### src/rtl/pe_pos_feeder.sv
// pe_pos_feeder: sequences home-offset and neighbour-position cache reads into one PE,
// streaming one NUM_FILTERS batch of home particles against every cell per pass.
module pe_pos_feeder #(
  parameter int unsigned NUM_CELLS               = 14,
  parameter int unsigned CELL_SEL_WIDTH          = 4,
  parameter int unsigned RD_LATENCY              = 2,
  parameter int unsigned SKID_DEPTH              = 4,
  parameter int unsigned NUM_FILTERS             = 4,
  parameter int unsigned PARTICLE_ID_WIDTH       = 8,
  parameter int unsigned OFFSET_PKT_STRUCT_WIDTH = 16,
  parameter int unsigned POS_PKT_STRUCT_WIDTH    = 16
) (
  input  logic                                   clk,
  input  logic                                   rst,
  input  logic                                   i_start,
  input  logic [NUM_CELLS*PARTICLE_ID_WIDTH-1:0] i_cell_cnt,
  output logic [PARTICLE_ID_WIDTH-1:0]           o_home_rd_addr,
  output logic                                   o_home_rd_en,
  input  logic [OFFSET_PKT_STRUCT_WIDTH-1:0]     i_home_rd_data,
  output logic [CELL_SEL_WIDTH-1:0]              o_nb_rd_cell,
  output logic [PARTICLE_ID_WIDTH-1:0]           o_nb_rd_addr,
  output logic                                   o_nb_rd_en,
  input  logic [POS_PKT_STRUCT_WIDTH-1:0]        i_nb_rd_data,
  output logic [OFFSET_PKT_STRUCT_WIDTH-1:0]     o_home_offset,
  output logic                                   o_home_offset_valid,
  output logic [POS_PKT_STRUCT_WIDTH-1:0]        o_nb_pos,
  output logic                                   o_nb_pos_valid,
  input  logic                                   i_disp_back_pressure,
  input  logic                                   i_disp_buf_empty,
  output logic                                   o_busy,
  output logic                                   o_done
);

  localparam int unsigned PW   = PARTICLE_ID_WIDTH;
  localparam int unsigned BW   = PARTICLE_ID_WIDTH + 1;
  localparam int unsigned PtrW = (SKID_DEPTH > 1) ? $clog2(SKID_DEPTH) : 1;
  localparam int unsigned CntW = $clog2(SKID_DEPTH + 1);
  localparam int unsigned LatW = $clog2(RD_LATENCY + 1);

  typedef enum logic [2:0] {StIdle, StLoadHome, StStreamNb, StDrain, StDone} state_e;

  state_e                    state_q, state_d;
  logic [PW-1:0]             cnt_q [NUM_CELLS];
  logic [PW-1:0]             cnt_d [NUM_CELLS];
  logic [BW-1:0]             batch_base_q, batch_base_d;
  logic [PW-1:0]             home_idx_q, home_idx_d;
  logic [CELL_SEL_WIDTH-1:0] cell_q, cell_d;
  logic [PW-1:0]             idx_q, idx_d;
  logic [RD_LATENCY-1:0]     home_pipe_q, home_pipe_d;
  logic [RD_LATENCY-1:0]     nb_pipe_q, nb_pipe_d;
  logic [POS_PKT_STRUCT_WIDTH-1:0] fifo_mem_q [SKID_DEPTH];
  logic [PtrW-1:0]           wr_ptr_q, wr_ptr_d, rd_ptr_q, rd_ptr_d;
  logic [CntW-1:0]           fifo_cnt_q, fifo_cnt_d;
  logic                      done_q, done_d;

  logic            home_rd_en, nb_rd_en, home_last, credit_ok, fifo_push, fifo_pop;
  logic [PW-1:0]   cur_cnt;
  logic [BW-1:0]   home_next;
  logic [LatW-1:0] in_flight;

  assign cur_cnt   = cnt_q[cell_q];
  assign home_next = batch_base_q + BW'(home_idx_q) + BW'(1);
  assign home_last = (32'(home_idx_q) == NUM_FILTERS - 1) || (home_next == BW'(cnt_q[0]));

  always_comb begin
    in_flight = '0;
    for (int i = 0; i < RD_LATENCY; i++) in_flight = in_flight + LatW'(nb_pipe_q[i]);
  end

  // Outstanding reads plus buffered packets can never exceed the skid depth.
  assign credit_ok = (32'(fifo_cnt_q) + 32'(in_flight)) < SKID_DEPTH;

  always_comb begin
    state_d      = state_q;
    cnt_d        = cnt_q;
    batch_base_d = batch_base_q;
    home_idx_d   = home_idx_q;
    cell_d       = cell_q;
    idx_d        = idx_q;
    home_rd_en   = 1'b0;
    nb_rd_en     = 1'b0;
    unique case (state_q)
      StIdle: begin
        if (i_start) begin
          for (int k = 0; k < NUM_CELLS; k++) cnt_d[k] = i_cell_cnt[k*PW +: PW];
          batch_base_d = '0;
          home_idx_d   = '0;
          state_d      = (i_cell_cnt[PW-1:0] == '0) ? StDone : StLoadHome;
        end
      end
      StLoadHome: begin
        home_rd_en = 1'b1;
        if (home_last) begin
          state_d = StStreamNb;
          cell_d  = '0;
          idx_d   = '0;
        end else begin
          home_idx_d = home_idx_q + 1'b1;
        end
      end
      StStreamNb: begin
        nb_rd_en = (cur_cnt != '0) && credit_ok;
        // An empty cell takes the advance path directly, costing one cycle and no read.
        if ((cur_cnt == '0) || (nb_rd_en && (idx_q == cur_cnt - 1'b1))) begin
          idx_d = '0;
          if (32'(cell_q) == NUM_CELLS - 1) state_d = StDrain;
          else                              cell_d  = cell_q + 1'b1;
        end else if (nb_rd_en) begin
          idx_d = idx_q + 1'b1;
        end
      end
      StDrain: begin
        if ((fifo_cnt_q == '0) && (in_flight == '0) && i_disp_buf_empty) begin
          batch_base_d = batch_base_q + BW'(NUM_FILTERS);
          home_idx_d   = '0;
          state_d      = (batch_base_d < BW'(cnt_q[0])) ? StLoadHome : StDone;
        end
      end
      StDone:  state_d = StIdle;
      default: state_d = StIdle;
    endcase
  end

  always_comb begin
    home_pipe_d[0] = home_rd_en;
    nb_pipe_d[0]   = nb_rd_en;
    for (int i = 1; i < RD_LATENCY; i++) begin
      home_pipe_d[i] = home_pipe_q[i-1];
      nb_pipe_d[i]   = nb_pipe_q[i-1];
    end
  end

  assign fifo_push = nb_pipe_q[RD_LATENCY-1];
  assign fifo_pop  = o_nb_pos_valid;

  always_comb begin
    wr_ptr_d = wr_ptr_q;
    rd_ptr_d = rd_ptr_q;
    if (fifo_push) wr_ptr_d = (32'(wr_ptr_q) == SKID_DEPTH - 1) ? '0 : wr_ptr_q + 1'b1;
    if (fifo_pop)  rd_ptr_d = (32'(rd_ptr_q) == SKID_DEPTH - 1) ? '0 : rd_ptr_q + 1'b1;
    fifo_cnt_d = fifo_cnt_q + CntW'(fifo_push) - CntW'(fifo_pop);
    done_d     = (state_q == StDone);
  end

  always_ff @(posedge clk) begin
    if (rst) begin
      state_q      <= StIdle;
      for (int k = 0; k < NUM_CELLS; k++) cnt_q[k] <= '0;
      batch_base_q <= '0;
      home_idx_q   <= '0;
      cell_q       <= '0;
      idx_q        <= '0;
      home_pipe_q  <= '0;
      nb_pipe_q    <= '0;
      wr_ptr_q     <= '0;
      rd_ptr_q     <= '0;
      fifo_cnt_q   <= '0;
      done_q       <= 1'b0;
    end else begin
      state_q      <= state_d;
      cnt_q        <= cnt_d;
      batch_base_q <= batch_base_d;
      home_idx_q   <= home_idx_d;
      cell_q       <= cell_d;
      idx_q        <= idx_d;
      home_pipe_q  <= home_pipe_d;
      nb_pipe_q    <= nb_pipe_d;
      wr_ptr_q     <= wr_ptr_d;
      rd_ptr_q     <= rd_ptr_d;
      fifo_cnt_q   <= fifo_cnt_d;
      done_q       <= done_d;
    end
  end

  always_ff @(posedge clk) begin
    if (fifo_push) fifo_mem_q[wr_ptr_q] <= i_nb_rd_data;
  end

  assign o_home_rd_en        = home_rd_en;
  assign o_home_rd_addr      = home_rd_en ? PW'(batch_base_q + BW'(home_idx_q)) : '0;
  assign o_nb_rd_en          = nb_rd_en;
  assign o_nb_rd_cell        = nb_rd_en ? cell_q : '0;
  assign o_nb_rd_addr        = nb_rd_en ? idx_q : '0;
  assign o_home_offset_valid = home_pipe_q[RD_LATENCY-1];
  assign o_home_offset       = o_home_offset_valid ? i_home_rd_data : '0;
  assign o_nb_pos_valid      = (fifo_cnt_q != '0) && !i_disp_back_pressure;
  assign o_nb_pos            = o_nb_pos_valid ? fifo_mem_q[rd_ptr_q] : '0;
  assign o_busy              = (state_q != StIdle);
  assign o_done              = done_q;

endmodule

### config.mk
export PLATFORM = sky130hd
export DESIGN_NAME = pe_pos_feeder
export DESIGN_NICKNAME = d
export VERILOG_FILES = /design/src/rtl/pe_pos_feeder.sv
export SDC_FILE = /design/constraint.sdc
export NUM_CORES = 1
export LEC_CHECK = 0
export BUFFER_PORTS_ARGS = -buffer_cell sky130_fd_sc_hd__buf_2
export CORE_MARGIN = 2
export CORE_UTILIZATION = 50
export CTS_BUF_LIST = sky130_fd_sc_hd__clkbuf_2 sky130_fd_sc_hd__clkbuf_4 sky130_fd_sc_hd__clkbuf_8
export CTS_CLUSTER_SIZE = 12
export DETAILED_ROUTE_END_ITERATION = 8
export PLACE_DENSITY = 0.74
export SYNTH_ARGS = -nofsm -noshare
export SYNTH_HDL_FRONTEND = slang
export SYNTH_SLANG_ARGS = --single-unit
### constraint.sdc
create_clock -name clk -period 11.9 [get_ports clk]
set_clock_uncertainty 0.2 [all_clocks]
set_input_delay 2.38 -clock clk [delete_from_list [all_inputs] [get_ports clk]]
set_output_delay 2.38 -clock clk [all_outputs]
set_load 0.005 [all_outputs]
==> summary.md <==
| Metric | Value |
|---|---|
| CP max FO | `21` |
| Via count | `slightly below 9,000` |
| Cell Area, Synth | `10,660 µm²` |
| CTS tree | `built` |
| P_sw | `roughly 0.00071 W` |
| PwrDens | `172.5 nW/µm²` |
| Clock slew at reported path FFs | `approximately 60 ps` |
| Overflow after GRT | `0` |
| Hold Slack | `236.1 ps` |
| Port bufs | `206` |
| Drt wl/cell | `16.02 µm` |
| CTS Buf Count | `38` |
| Hold Startpoint | `home_pipe_q[0]$_SDFF_PP0_` |
| Worst min path class | `flop to flop` |
| Placed cell count | `around 1,500` |
| Switching share of power | `32.81%` |
| Die Y | `150.0 µm` |
| Skew-Pair Late Insertion Delay | `520 ps` |
| Largest net degree at the start of global routing | `about 110` |
| FP Rows | `53` |
| N_diodes | `0` |
| CTS H-tree lvls | `2` |
| Final non-filler cell area | `12,560 µm²` |
| Gate Count Post-Synth | `1,122` |
| Hold Path Depth | `1` |
| Final estimated routing congestion in global placement | `0.8691` |
| Clk root buf | `clkbuf_8` |
| Seq. cell area | `5046 µm²` |
| Hold Path Sink | `home_pipe_q[1]$_SDFF_PP0_` |
| Min cycle time layout | `6346 ps` |
| Worst reg2reg path depth | `13` |
| Achievable Freq | `0.1576 GHz` |
| Syn_nets | `1,302` |
| Unrepaired setup endpoints after global routing | `no` |
| R2R setup slack | `7380 ps` |
| Antenna viol nets, final | `0` |
| Outcome | `completed` |
| Setup crit end kind | `output pin` |
| Hold_buf cts | `0` |
| Final nets | `1,485` |
| Leak | `4.892 nW` |
| Post-synth EDFFs | `64` |
| Area occupied by multi-input gates | `about 5300 µm²` |
| Ratio of cells with drive above 1 in the final layout | `24.62%` |
| Initial Util | `about half` |
| Top Ports | `just over 200` |
| DRT iter0 DRCs | `567` |
| Sequential fraction of the synthesis area | `47.32%` |
| Number of post-CTS setup repair buffers | `0` |
| Syn_area_per_cell | `around 9.5 µm²` |
| Core ar. | `about 21,000 µm²` |
| Slew Limit Headroom | `24.30%` |
| CTS Buffer Depth | `3` |
| Yosys warnings | `0` |
| Worst EP required | `9320 ps` |
| Max cap viols | `0` |
| Pre-CTS setup slack | `5825 ps` |
| Remaining routing DRC violations | `0` |
| Clock Sinks | `220` |
| Die area | `22,500 µm²` |
| Worst-margin pin slew | `1135 ps` |
| Cell-internal power | `0.001456 W` |
| Post-synth top flop | `dfxtp_1` |
| Non-filler cells, final | `between 1,500 and 2,000` |
| Layout overhead on the synthesized area | `17.86%` |
| # fillers | `1,831` |
| Clk pwr share | `31.0%` |
| CP startpoint kind | `flop` |
| Initial antenna violation count | `0` |
| GRT Total Usage | `22.79%` |
| WS Path Type | `flop to output pin` |
| R2r endpoint | `idx_q[2]$_SDFFE_PP0P_` |
| Logic gate share of total power | `26.2%` |
| Setup TNS Final | `0 ps` |
| Post-synth cell types | `69` |
| Peak VDD IR | `0.07583 mV` |
| WP data arrival | `3770 ps` |
| Post-synthesis register bit count | `220` |
| Placed instance area | `11,810 µm²` |
| Detailed-route wire length | `25,750 µm` |
| Cts repair resizes | `0` |
| Die Wd | `150.0 µm` |
| First-pass GRT wire length | `40,680 µm` |
| Drt first pass iters | `5` |
| Final Hold Fails | `0` |
| Final setup viols | `0` |
| Worst r2r src | `cell_q[1]$_SDFFE_PP0P_` |
| Hpwl dp | `~19,000 µm` |
| Period utilization | `53.32%` |
| Via/cell ratio | `5.402` |
| Seq pwr share | `42.9%` |
| Post-synth ARST share | `0%` |
| Setup slack after layout | `5554 ps` |
| Vias in the first global route | `around 8,000` |
| Max Slew Vio Count | `0` |
[synth_stat cells, drive strengths merged (3+ instances only)]
cell type	count	area share (%)
nand4	3	0.18
nand2	253	8.9
o21bai	4	0.28
inv	27	0.95
a211oi	10	0.70
a21o	3	0.21
buf	9	0.48
and2	54	3.2
a31oi	3	0.18
o31ai	6	0.55
nand3	20	0.94
a21oi	143	6.7
ha	30	3.5
or2	5	0.29
or4b	3	0.28
clkbuf	59	2.1
edfxtp	64	18
o221ai	7	0.63
or3	11	0.65
xor2	9	0.74
dfxtp	156	29
mux4	32	6.8
mux2	4	0.42
o21ai	25	1.2
nand2b	4	0.23
nor2	37	1.3
o21a	5	0.35
mux2i	28	2.6
a21boi	3	0.21
or4	4	0.28
nor2b	3	0.18
o211ai	4	0.28
o31a	3	0.25
nor3	20	0.99
o22ai	8	0.60
nor4	8	0.53
xnor2	32	2.6
[power groups by stage]
stage / Combinational (W) / Sequential [W] / Clock (W)
after floorplan: 0.000438 / 0.000901 / 0
after global placement: 0.000556 / 0.000943 / 0
after detailed placement: 0.000566 / 0.000945 / 0
after CTS: 0.000568 / 0.000929 / 0.000684
after global routing: 0.000636 / 0.000941 / 0.000721
final: 0.000567 / 0.000929 / 0.000671
[worst max-delay path, stage by stage (launching register included)]
cell	delay, ps
dfxtp_1	850
nand2b_1	440
o221ai_1	340
o22ai_1	130
a21oi_1	270
inv_1	140
ha_1	200
nand3_1	110
o31ai_4	110
nor2_1	330
and2_1	200
buf_2	110
[cell type report]
type / instances / area share [%]
clock buffer: 56 / 5.487
clock inverter: 11 / 0.4879
sequential: 220 / 40.16
tap: 275 / 2.738
inverter: 27 / 0.8066
multi-input combinational: 807 / 41.79
timing repair buffer: 211 / 8.524
[cell usage in the layout (no fill, tap or decap), drive strengths merged, types with 3 or more instances in the layout]
cell type,n
clkbuf,56
o31ai,6
a31oi,3
o21ai,25
or4,4
a21o,3
nor3,20
and2,54
nor2b,3
nor4,8
ha,30
o211ai,4
buf,211
a21oi,143
mux2,4
or3,11
o21bai,4
a211oi,10
a21boi,3
xnor2,32
o31a,3
edfxtp,64
o21a,5
xor2,9
nand3,20
inv,29
nor2,37
mux4,32
nand4,3
nand2,253
clkinv,9
mux2i,28
dfxtp,156
or2,5
or4b,3
nand2b,4
o221ai,7
o22ai,8
[worst max-delay path by stage]
stage | startpoint | endpoint | slack (ps)
after CTS | cell_q[1]$_SDFFE_PP0P_ | o_nb_rd_addr[1] | 5530
after global routing | cell_q[1]$_SDFFE_PP0P_ | o_nb_rd_addr[1] | 5200
after detailed placement | i_disp_back_pressure | o_nb_pos[13] | 5820
after floorplan | i_disp_back_pressure | o_nb_pos[10] | 6070
after global placement | i_disp_back_pressure | o_nb_pos[10] | 5880
final | cell_q[2]$_SDFFE_PP0P_ | o_nb_rd_addr[1] | 5550
[cell families after synthesis]
logic type	share of synthesized area, %
adders and majority gates	3.709
buffers and inverters	3.509
DFF	47.32
xor gates and xnor gates	3.791
muxes	9.812
and+or+nand+nor	18.67
AOI/OAI and AO/OA	13.18
[layer usage]
metal,global-route usage [%],up-vias,wire [µm]
met5,0,-,0
met4,7.689,0,688
met3,3.933,46,1757
met2,36.53,299,11790
met1,31.39,4017,11510
li1,-,4319,-
[state kept, by name (all words and copies together) (netlist names), named ones only]
| name | flops |
|---|---|
| batch_base_q | 7 |
| cell_q | 4 |
| cnt_q | 112 |
| fifo_cnt_q | 3 |
| fifo_mem_q | 64 |
| home_idx_q | 8 |
| home_pipe_q | 2 |
| idx_q | 8 |
| nb_pipe_q | 2 |
| o_done | 1 |
| rd_ptr_q | 2 |
| state_q | 3 |
| wr_ptr_q | 2 |
[through the flow]
step / power, W / utilization [%]
after CTS: 0.002182 / 59.96
after floorplan: 0.001339 / -
final: 0.002167 / 59.96
after detailed placement: 0.001510 / 56.38
after global routing: 0.002297 / 59.96
after global placement: 0.001499 / 56.38
No activity file was read; power rests on OpenSTA's default activity.
